`src/rtl/multicycle_ctrl.sv`:
```
// Multicycle RV32I control FSM: sequences the shared ALU, unified memory and register file,
// with a watchdog that abandons memory waits that exceed MEM_WAIT_MAX cycles.
module multicycle_ctrl #(
    parameter int unsigned MEM_WAIT_MAX = 255
) (
    input  logic       clk,
    input  logic       rst_n,
    input  logic [6:0] op,
    input  logic [2:0] funct3,
    input  logic       funct7_5,
    input  logic       zero,
    input  logic       mem_ready,
    output logic       PCWrite,
    output logic       AdrSrc,
    output logic       MemWrite,
    output logic       IRWrite,
    output logic [1:0] ResultSrc,
    output logic [1:0] ALUSrcA,
    output logic [1:0] ALUSrcB,
    output logic [3:0] ALUControl,
    output logic [1:0] ImmSrc,
    output logic       RegWrite,
    output logic       instr_done,
    output logic       illegal_op,
    output logic       mem_timeout
);

    localparam int unsigned CntW = (MEM_WAIT_MAX < 2) ? 1 : $clog2(MEM_WAIT_MAX + 1);
    localparam logic [CntW-1:0] WaitMax = CntW'(MEM_WAIT_MAX);
    localparam logic WdogOn = (MEM_WAIT_MAX != 0);

    localparam logic [6:0] OpLoad   = 7'b0000011;
    localparam logic [6:0] OpStore  = 7'b0100011;
    localparam logic [6:0] OpReg    = 7'b0110011;
    localparam logic [6:0] OpImm    = 7'b0010011;
    localparam logic [6:0] OpBranch = 7'b1100011;
    localparam logic [6:0] OpJal    = 7'b1101111;

    localparam logic [3:0] StFetch    = 4'd0;
    localparam logic [3:0] StDecode   = 4'd1;
    localparam logic [3:0] StMemAdr   = 4'd2;
    localparam logic [3:0] StMemRead  = 4'd3;
    localparam logic [3:0] StMemWb    = 4'd4;
    localparam logic [3:0] StMemWrite = 4'd5;
    localparam logic [3:0] StExecR    = 4'd6;
    localparam logic [3:0] StExecI    = 4'd7;
    localparam logic [3:0] StAluWb    = 4'd8;
    localparam logic [3:0] StBranch   = 4'd9;
    localparam logic [3:0] StJal      = 4'd10;

    localparam logic [3:0] AluAdd = 4'b0000;
    localparam logic [3:0] AluSub = 4'b0001;
    localparam logic [3:0] AluAnd = 4'b0010;
    localparam logic [3:0] AluOr  = 4'b0011;
    localparam logic [3:0] AluXor = 4'b0100;
    localparam logic [3:0] AluSlt = 4'b0101;
    localparam logic [3:0] AluSll = 4'b0110;
    localparam logic [3:0] AluSrl = 4'b0111;
    localparam logic [3:0] AluSra = 4'b1000;

    logic [3:0]      r_state;
    logic [3:0]      w_state_next;
    logic [CntW-1:0] r_wait_cnt;
    logic [CntW-1:0] w_wait_cnt_next;
    logic            w_wait_state;
    logic            w_timeout;
    logic            w_branch_ok;
    logic [3:0]      w_alu_func;

    assign w_wait_state = (r_state == StFetch) || (r_state == StMemRead) ||
                          (r_state == StMemWrite);
    // A ready memory in the expiry cycle completes normally instead of timing out.
    assign w_timeout    = WdogOn && w_wait_state && !mem_ready && (r_wait_cnt == WaitMax);
    assign w_branch_ok  = (funct3 == 3'b000) || (funct3 == 3'b001);

    always_comb begin
        w_alu_func = AluAdd;
        unique case (funct3)
            3'b000:  w_alu_func = (funct7_5 && (r_state == StExecR)) ? AluSub : AluAdd;
            3'b001:  w_alu_func = AluSll;
            3'b010:  w_alu_func = AluSlt;
            3'b100:  w_alu_func = AluXor;
            3'b101:  w_alu_func = funct7_5 ? AluSra : AluSrl;
            3'b110:  w_alu_func = AluOr;
            3'b111:  w_alu_func = AluAnd;
            default: w_alu_func = AluAdd;
        endcase
    end

    always_comb begin
        w_state_next = r_state;
        case (r_state)
            StFetch:    if (mem_ready) w_state_next = StDecode;
            StDecode: begin
                case (op)
                    OpLoad, OpStore: w_state_next = StMemAdr;
                    OpReg:           w_state_next = StExecR;
                    OpImm:           w_state_next = StExecI;
                    OpBranch:        w_state_next = w_branch_ok ? StBranch : StFetch;
                    OpJal:           w_state_next = StJal;
                    default:         w_state_next = StFetch;
                endcase
            end
            StMemAdr:   w_state_next = (op == OpStore) ? StMemWrite : StMemRead;
            StMemRead:  if (mem_ready) w_state_next = StMemWb;
            StMemWb:    w_state_next = StFetch;
            StMemWrite: if (mem_ready) w_state_next = StFetch;
            StExecR:    w_state_next = StAluWb;
            StExecI:    w_state_next = StAluWb;
            StAluWb:    w_state_next = StFetch;
            StBranch:   w_state_next = StFetch;
            StJal:      w_state_next = StAluWb;
            default:    w_state_next = StFetch;
        endcase
        if (w_timeout) w_state_next = StFetch;
    end

    // Only a wait that keeps the FSM in place advances the counter; any exit clears it.
    assign w_wait_cnt_next = (w_wait_state && !mem_ready && !w_timeout) ?
                             r_wait_cnt + CntW'(1) : '0;

    always_ff @(posedge clk) begin
        if (!rst_n) begin
            r_state    <= StFetch;
            r_wait_cnt <= '0;
        end else begin
            r_state    <= w_state_next;
            r_wait_cnt <= w_wait_cnt_next;
        end
    end

    always_comb begin
        PCWrite     = 1'b0;
        AdrSrc      = 1'b0;
        MemWrite    = 1'b0;
        IRWrite     = 1'b0;
        ResultSrc   = 2'b00;
        ALUSrcA     = 2'b00;
        ALUSrcB     = 2'b00;
        ALUControl  = AluAdd;
        ImmSrc      = 2'b00;
        RegWrite    = 1'b0;
        instr_done  = 1'b0;
        illegal_op  = 1'b0;
        mem_timeout = w_timeout;
        case (r_state)
            StFetch: begin
                ALUSrcB   = 2'b10;
                ResultSrc = 2'b10;
                IRWrite   = mem_ready;
                PCWrite   = mem_ready;
            end
            StDecode: begin
                ALUSrcA = 2'b01;
                ALUSrcB = 2'b01;
                ImmSrc  = 2'b10;
                case (op)
                    OpLoad, OpStore, OpReg, OpImm, OpJal: illegal_op = 1'b0;
                    OpBranch: illegal_op = !w_branch_ok;
                    default:  illegal_op = 1'b1;
                endcase
            end
            StMemAdr: begin
                ALUSrcA = 2'b10;
                ALUSrcB = 2'b01;
                ImmSrc  = (op == OpStore) ? 2'b01 : 2'b00;
            end
            StMemRead:  AdrSrc = 1'b1;
            StMemWb: begin
                ResultSrc  = 2'b01;
                RegWrite   = 1'b1;
                instr_done = 1'b1;
            end
            StMemWrite: begin
                AdrSrc     = 1'b1;
                MemWrite   = !w_timeout;
                instr_done = mem_ready;
            end
            StExecR: begin
                ALUSrcA    = 2'b10;
                ALUControl = w_alu_func;
            end
            StExecI: begin
                ALUSrcA    = 2'b10;
                ALUSrcB    = 2'b01;
                ALUControl = w_alu_func;
            end
            StAluWb: begin
                RegWrite   = 1'b1;
                instr_done = 1'b1;
            end
            StBranch: begin
                ALUSrcA    = 2'b10;
                ALUControl = AluSub;
                PCWrite    = funct3[0] ? !zero : zero;
                instr_done = 1'b1;
            end
            StJal: begin
                ALUSrcA = 2'b01;
                ALUSrcB = 2'b10;
                ImmSrc  = 2'b11;
                PCWrite = 1'b1;
            end
            default: ;
        endcase
        if (!rst_n) begin
            PCWrite     = 1'b0;
            AdrSrc      = 1'b0;
            MemWrite    = 1'b0;
            IRWrite     = 1'b0;
            ResultSrc   = 2'b00;
            ALUSrcA     = 2'b00;
            ALUSrcB     = 2'b00;
            ALUControl  = AluAdd;
            ImmSrc      = 2'b00;
            RegWrite    = 1'b0;
            instr_done  = 1'b0;
            illegal_op  = 1'b0;
            mem_timeout = 1'b0;
        end
    end

endmodule

```
`config.mk`:
```
export PLATFORM = sky130hd
export DESIGN_NAME = multicycle_ctrl
export DESIGN_NICKNAME = d
export VERILOG_FILES = /design/src/rtl/multicycle_ctrl.sv
export SDC_FILE = /design/constraint.sdc
export NUM_CORES = 1
export LEC_CHECK = 0
export ABC_AREA = 1
export CAP_MARGIN = 20
export CORE_UTILIZATION = 42
export CTS_BUF_LIST = sky130_fd_sc_hd__clkbuf_8
export CTS_CLUSTER_SIZE = 14
export DETAILED_ROUTE_END_ITERATION = 6
export PLACE_DENSITY = 0.88
export SETUP_SLACK_MARGIN = 0.3
export SLEW_MARGIN = 5
export SYNTH_ARGS = -nofsm -noshare
export SYNTH_HDL_FRONTEND = slang
export SYNTH_SLANG_ARGS = --single-unit
```
`constraint.sdc`:
```
create_clock -name clk -period 1.4 [get_ports clk]
set_clock_uncertainty 0.1 [all_clocks]
set_input_delay 0.35 -clock clk [delete_from_list [all_inputs] [get_ports clk]]
set_output_delay 0.35 -clock clk [all_outputs]
set_load 0.01 [all_outputs]
```
==> out/summary.txt, run 1 <==
Run status = did not finish
Failing step = 5_1_grt
Err = [ERROR DPL-0038] Utilization greater than 100%, impossible to legalize
Post-Syn Instances = 166
CTS sink count = 12
Starting Density = 0.4446
Top FF cell, synth = dfxtp_1
Yosys cell types = 26
Clk buf depth = 2
Die Height = 50.39 µm
Asr flop ratio synth = 0
Gpl congestion = 0.8823
Worst_ep grt = ALUControl[0]
EDFF count, synth = 0
Ranking of synthesized cells by area = dfxtp_1, nor2_1, nand2_1, inv_1, nand3_1
IO Count = 35
Dpl hpwl = 3.317 mm
Synth area leader = dfxtp_1
Synth top cells by count = nor2_1, nand2_1, inv_1
Seq/Total Area, Yosys = 0.2443
Syn Area/Cell = 5.924 µm²
Synth warn = 0
Netlist Area Pre-Place = 983.4 µm²
Row count = 17
Chip Width = 50.39 µm
Syn_nets = 182
H-tree levels = 1
Synth Register Bits = 12
Worst_ep kind = output port
Largest net degree at the start of global routing = 9
IO buf count = 34
Most common cell in the synthesized netlist = nor2_1
Root Driver = clkbuf_8
Post-synth top area share = 0.2443
Num CTS Buffers = 3
timing repair:
item / CTS
gates resized for setup: 155
setup endpoints to repair: 32
pin swaps: 25
gates cloned: 1
setup buffers: 15
hold buffers: 0
cells by family after synthesis:
logic type / count (synthesis) / synth area share
compound gates: 22 / 0.1272
xor+xnor: 5 / 0.04454
fa+ha+maj: 1 / 0.01272
buf+inv: 30 / 0.1145
flops: 12 / 0.2443
simple gates: 96 / 0.4567
per-stage QoR:
step / worst slack [ps] / utilization / cell area (µm²) / std cells / hold slack (ps)
2_1_floorplan: -48.05 / - / 1120 / 166 / 308.0
3_3_place_gp: -1163 / 0.8512 / 1883 / 278 / 387.5
3_5_place_dp: -1200 / 0.8512 / 1883 / 278 / 406.5
4_1_cts: -519.4 / 0.9621 / 2128 / 297 / 412.8
==> run 2: changes to the inputs <==
Settings changed: CORE_AREA set to 2 2 63 65, CORE_UTILIZATION 42 to not set, CTS_BUF_LIST sky130_fd_sc_hd__clkbuf_8 to not set, CTS_CLUSTER_SIZE 14 to not set, DIE_AREA set to 0 0 65 67, PLACE_DENSITY 0.88 to not set, PLACE_DENSITY_LB_ADDON set to 0.15, SETUP_SLACK_MARGIN 0.3 to not set.
Clock period 1.4 ns to 1.8 ns, I/O delays scaled along.
==> out/summary.txt, run 2 <==
Run status = finished, violations left
Failing checks = setup timing
Worst-margin pin slew = 327.3 ps
Reg clk slew, reported paths = 50 ps
Ranking of synthesized cells by area = dfxtp_1, nor2_1, nand2_1, inv_1, nand3_1
Synth top cells by count = nor2_1, nand2_1, inv_1
Dpl hpwl = 2.689 mm (-19%)
Syn Area/Cell = 5.924 µm² (unchanged)
Global-route wire length before repair = 6.423 mm
Antenna violations before repair = 0
Power per cell area = 364.5 nW/µm²
Post-route insts no fill = 317
Final Cell Area = 2098 µm²
IO Count = 35 (unchanged)
WP data required = 1250 ps
WHS = 433.4 ps
CORE AREA = 3606 µm²
Most common cell in the synthesized netlist = nor2_1
DP Cell Count = 298 (+7.2%)
Critical path fanouts, max = 7
Fin. Hold Viols = 0
Global route overflow = 0
Die Height = 67 µm (+33%)
Layout cell share with drive strength beyond 1 = 0.6320
CP endpoint = ImmSrc[0]
Worst R2R End = r_state[2]
R2r startpoint = r_state[2]
1st-iter DRT viols = 62
Drt drc = 0
Routed vias/inst = 4.562
Relative slew slack = 0.7801
Total GRT Usage = 0.1889
Vias = 1446
Root Driver = clkbuf_8
Final setup fails = 19
WHS Path Cells = 2
Crit path capture type = output pin
Yosys cell types = 26 (unchanged)
Biggest register = r_wait_cnt
Synthesis-to-finish area growth = 113.4%
Routed Antenna Nets = 0
Starting Density = 0.2727 (-0.1718)
Num CTS Buffers = 3 (unchanged)
Worst setup path class = reg2out
CP Launch Type = flip-flop
Post-route clock period utilization = 1.107
Chip Width = 65 µm (+29%)
Row count = 22 (+5)
EDFF count, synth = 0 (unchanged)
FMAX = 502.1 MHz
Number of global-route vias before repair = 1537
Largest net degree at the start of global routing = 9
Peak supply drop = 356.5 µV
R2r setup slk = 130 ps
Final wirelength = 3.912 mm
Power Total = 0.7647 mW
Top flop regs = r_wait_cnt (8), r_state (4)
IO buf count = 34 (unchanged)
Seq/Total Area, Yosys = 0.2443 (unchanged)
RSZ-0062 raised after global routing = true
Cts hold-fix bufs = 0 (unchanged)
Fin crit period = 1992 ps
Top FF cell, synth = dfxtp_1
R2R cell count = 10
TNS Setup = -1845 ps
Post-DR wirelength/cell = 12.34 µm
First-pass detailed-route iteration total = 4
Post-DP Area = 1763 µm² (-6.4%)
CP arrival = 1440 ps
Post-Syn Instances = 166 (unchanged)
Max FFs per register = 8
Clk buf depth = 2 (unchanged)
Final layout net count = 287
Leakage = 1.006 nW
Worst slack at placement = -895.2 ps (+304.8 ps)
Gpl congestion = 0.8224 (-6.8%)
Synth area leader = dfxtp_1
Netlist Area Pre-Place = 983.4 µm² (unchanged)
Synth Register Bits = 12 (unchanged)
CTS sink count = 12 (unchanged)
Hold_sp = r_wait_cnt[0]
Finished Core Util = 0.5819
Commonest non-fill, non-tap cell in the layout = buf_4
Synth warn = 0 (unchanged)
Asr flop ratio synth = 0 (unchanged)
CP Launch Point = r_state[2]
Hold Crit Class = reg2reg
Antenna diode count = 0
H-tree levels = 1 (unchanged)
Syn_nets = 182 (unchanged)
PnR worst setup slack = -191.8 ps
Clock Latency Late Sink = 240 ps
Post-synth top area share = 0.2443 (unchanged)
Slew Viols, Final = 0
Die ar. = 4355 µm²
CTS tree = done
Max_cap viols = 0
Commonest cells after routing, fill and taps aside = buf_4, buf_2, nor2_1
-- run 2: cell counts after synthesis --
No cell type changed its count.
-- run 2: how the worst min path moves through the flow --
stage / end / slack, ps
final: r_wait_cnt[0] / 430
after floorplan: r_wait_cnt[0] / 330
after global routing: r_wait_cnt[0] / 450
after CTS: r_wait_cnt[0] / 440
after global placement: r_wait_cnt[0] / 410
after detailed placement: r_wait_cnt[0] / 430
-- run 2: routing by layer --
metal | track usage | routed length [µm]
met2 | 0.3956 | 2256
met1 | 0.1850 | 1494
met3 | 0.03041 | 124
met5 | 0 | 0
met4 | 0.05851 | 36
-- run 2: timing repair --
action,4_1_cts,5_1_grt
endpoints found under the setup margin,21,21
gates cloned,1,0
pin swaps,26,16
resized for setup,178,26
buffers inserted,13,5
-- run 2: kinds of logic (layout without fill, tap and decap cells) --
group,count (synthesis),after routing,synth area share
AOI/OAI and AO/OA,22,22,0.1272
xor gates and xnor gates,5,5,0.04454
adders and majority gates,1,1,0.01272
buffers and inverters,30,133,0.1145
DFF,12,12,0.2443
and+or+nand+nor,96,96,0.4567
-- run 2: layout make-up --
class / count / area, µm²
Timing Repair Buffer: 101 / 767.0
Tap cell: 48 / 60.06
Fill cell: 347 / 1508
Sequential cell: 12 / 252.7
Inverter: 29 / 116.4
Clock buffer: 3 / 41.29
Multi-Input combinational cell: 124 / 860.8
-- run 2: report_power, final --
part	switching, mW	internal (mW)	leakage, nW
Sequential	0.00557	0.268	0.0999
Combinational	0.128	0.124	0.885
Clock	0.0924	0.147	0.0216
Total	0.226	0.539	1.01
-- run 2: critical path, stage by stage (launching register included) --
cell and delay (ps):
dfxtp_4 350, nor2_4 240, inv_2 80, nor2_4 170, nand3_4 100, a21oi_2 130, buf_2 130
Note: power is estimated with default switching activity, not from simulation.
==> run 3: changes to the inputs <==
Settings changed: SKIP_LAST_GASP set to 1.
==> out/summary.txt, run 3 (same netlist as run 2, synthesis figures left out) <==
CP arrival = 1440 ps (about the same)
Global route overflow = 0 (unchanged)
Final setup fails = 19 (unchanged)
Post-DR wirelength/cell = 12.33 µm (about the same)
Root Driver = clkbuf_8
Antenna diode count = 0 (unchanged)
FMAX = 502.4 MHz (about the same)
Final wirelength = 3.910 mm (about the same)
Worst-margin pin slew = 326.4 ps (-0.8849 ps)
Switching fraction of total power = 0.2953 (about the same)
CP Launch Type = flip-flop
Power Total = 0.7644 mW (about the same)
IO buf count = 34 (unchanged)
1st-iter DRT viols = 44 (-29%)
Commonest cells after routing, fill and taps aside = buf_4, buf_2, nor2_1
PnR worst setup slack = -190.4 ps (+1.386 ps)
Final layout net count = 287 (unchanged)
Worst slack at placement = -895.2 ps (unchanged)
Crit path buf inv count = 2 (unchanged)
Power per cell area = 364.7 nW/µm² (about the same)
H-tree levels = 1 (unchanged)
Die ar. = 4355 µm² (unchanged)
Reg clk slew, reported paths = 50 ps (about the same)
Post-route insts no fill = 317 (unchanged)
Global-route wire length before repair = 6.423 mm (unchanged)
Relative slew slack = 0.7807 (about the same)
Critical path fanouts, max = 7 (unchanged)
Number of global-route vias before repair = 1537 (unchanged)
Max FFs per register = 8 (unchanged)
DP Cell Count = 298 (unchanged)
Chip Width = 65 µm (unchanged)
Crit path capture type = output pin
Failing checks = setup timing
Largest net degree at the start of global routing = 9 (unchanged)
IO Count = 35 (unchanged)
R2r startpoint = r_state[2]
CTS sink count = 12 (unchanged)
RSZ-0062 raised after global routing = true
Fin. Hold Viols = 0 (unchanged)
Dpl hpwl = 2.689 mm (unchanged)
Top flop regs = r_wait_cnt (8), r_state (4)
Clk pwr share = 0.313 (about the same)
Combinational fraction of design power = 0.329 (about the same)
Worst setup path class = reg2out
First-pass detailed-route iteration total = 4 (unchanged)
Synthesis-to-finish area growth = 113.1%
Row count = 22 (unchanged)
Run status = finished, violations left
Vias = 1441 (-0.35%)
Num CTS Buffers = 3 (unchanged)
CTS tree = done
Post-route clock period utilization = 1.106 (about the same)
CORE AREA = 3606 µm² (unchanged)
WP data required = 1250 ps (about the same)
CP Launch Point = r_state[2]
Total GRT Usage = 0.1889 (unchanged)
CP top delay family = simple AND/OR/NAND/NOR gates
Ordered cell list for the critical path = nor2_4 > inv_2 > nor2_4 > nand3_4 > a21oi_2 > buf_2
Peak supply drop = 356.5 µV (about the same)
Leakage = 1.007 nW (about the same)
Net Switching = 0.2257 mW (-0.13%)
Slew Viols, Final = 0 (unchanged)
Starting Density = 0.2727 (unchanged)
Hold_sp = r_wait_cnt[0]
Fin crit period = 1990 ps (-1.386 ps)
Slowest CP cell = dfxtp_4
Most used cell, CP = nor2_4
Max_cap viols = 0 (unchanged)
Antenna violations before repair = 0 (unchanged)
Largest stage delay on the critical path = 350 ps (about the same)
Biggest register = r_wait_cnt
Hold Crit Class = reg2reg
Routed Antenna Nets = 0 (unchanged)
Die Height = 67 µm (unchanged)
Gpl congestion = 0.8224 (unchanged)
Routed vias/inst = 4.546 (-0.35%)
Commonest non-fill, non-tap cell in the layout = buf_4
Clk buf depth = 2 (unchanged)
Layout cell share with drive strength beyond 1 = 0.6283 (-0.003717)
Clock Latency Late Sink = 240 ps (about the same)
Internal power = 0.5387 mW (about the same)
Drt drc = 0 (unchanged)
Reg power frac = 0.358 (about the same)
[run 3: cell count changes in the layout (fill, tap and decap cells not counted)]
cell / delta
nor2_1: +1
nor2_2: -1
[run 3: worst paths after layout]
kind / endpoint / slack [ps] / cells after the start
setup / recovery: ImmSrc[0] / -190 / 6
hold / removal: r_wait_cnt[0] / 430 / 2
setup reg to reg: r_state[2] / 130 / 10
hold reg to reg: r_wait_cnt[0] / 430 / 2
[run 3: timing repair]
action                                  CTS  global route
pin swaps                                26            16
buffers inserted                         13             5
gates resized for setup                 178            25
hold buffers                              0             0
cloned                                    1             0
endpoints found under the setup margin   21            21
[run 3: worst min-delay path: stages, from the launching register on]
cell and delay, ps:
dfxtp_1 330, buf_4 120, nor2_1 40
[run 3: layout make-up]
cell class                      count  area (µm²)
Clock buffer                        3       41.29
Fill cell                         343        1510
Inverter                           29       116.4
Multi-Input combinational cell    124       858.3
Sequential cell                    12       252.7
Tap cell                           48       60.06
Timing Repair Buffer              101       767.0
[run 3: metrics by stage]
| stage | cell area [µm²] | hold WS [ps] | util | TNS [ps] |
|---|---|---|---|---|
| 6_report | 2096 | 433.4 | 0.5812 | -1831 |
| 5_1_grt | 2096 | 448.4 | 0.5812 | -3290 |
| 4_1_cts | 1991 | 437.4 | 0.5520 | -1631 |
| 3_5_place_dp | 1763 | 426.5 | 0.4889 | -15530 |
| 3_3_place_gp | 1763 | 408.9 | 0.4889 | -14980 |
| 2_1_floorplan | 983.4 | 329.5 | - | 0 |
[run 3: power by group through the flow]
stage	combinational, mW	clock (mW)	sequential [mW]
2_1_floorplan	0.0748	0	0.280
3_3_place_gp	0.199	0	0.280
3_5_place_dp	0.204	0	0.280
4_1_cts	0.229	0.246	0.274
5_1_grt	0.271	0.261	0.273
6_report	0.252	0.239	0.273
[run 3: routing by layer]
metal,GRT usage,wire length (µm),up-vias
li1,-,-,751
met1,0.1850,1501,656
met2,0.3956,2245,29
met3,0.03041,126,5
met4,0.05851,36,0
met5,0,0,-
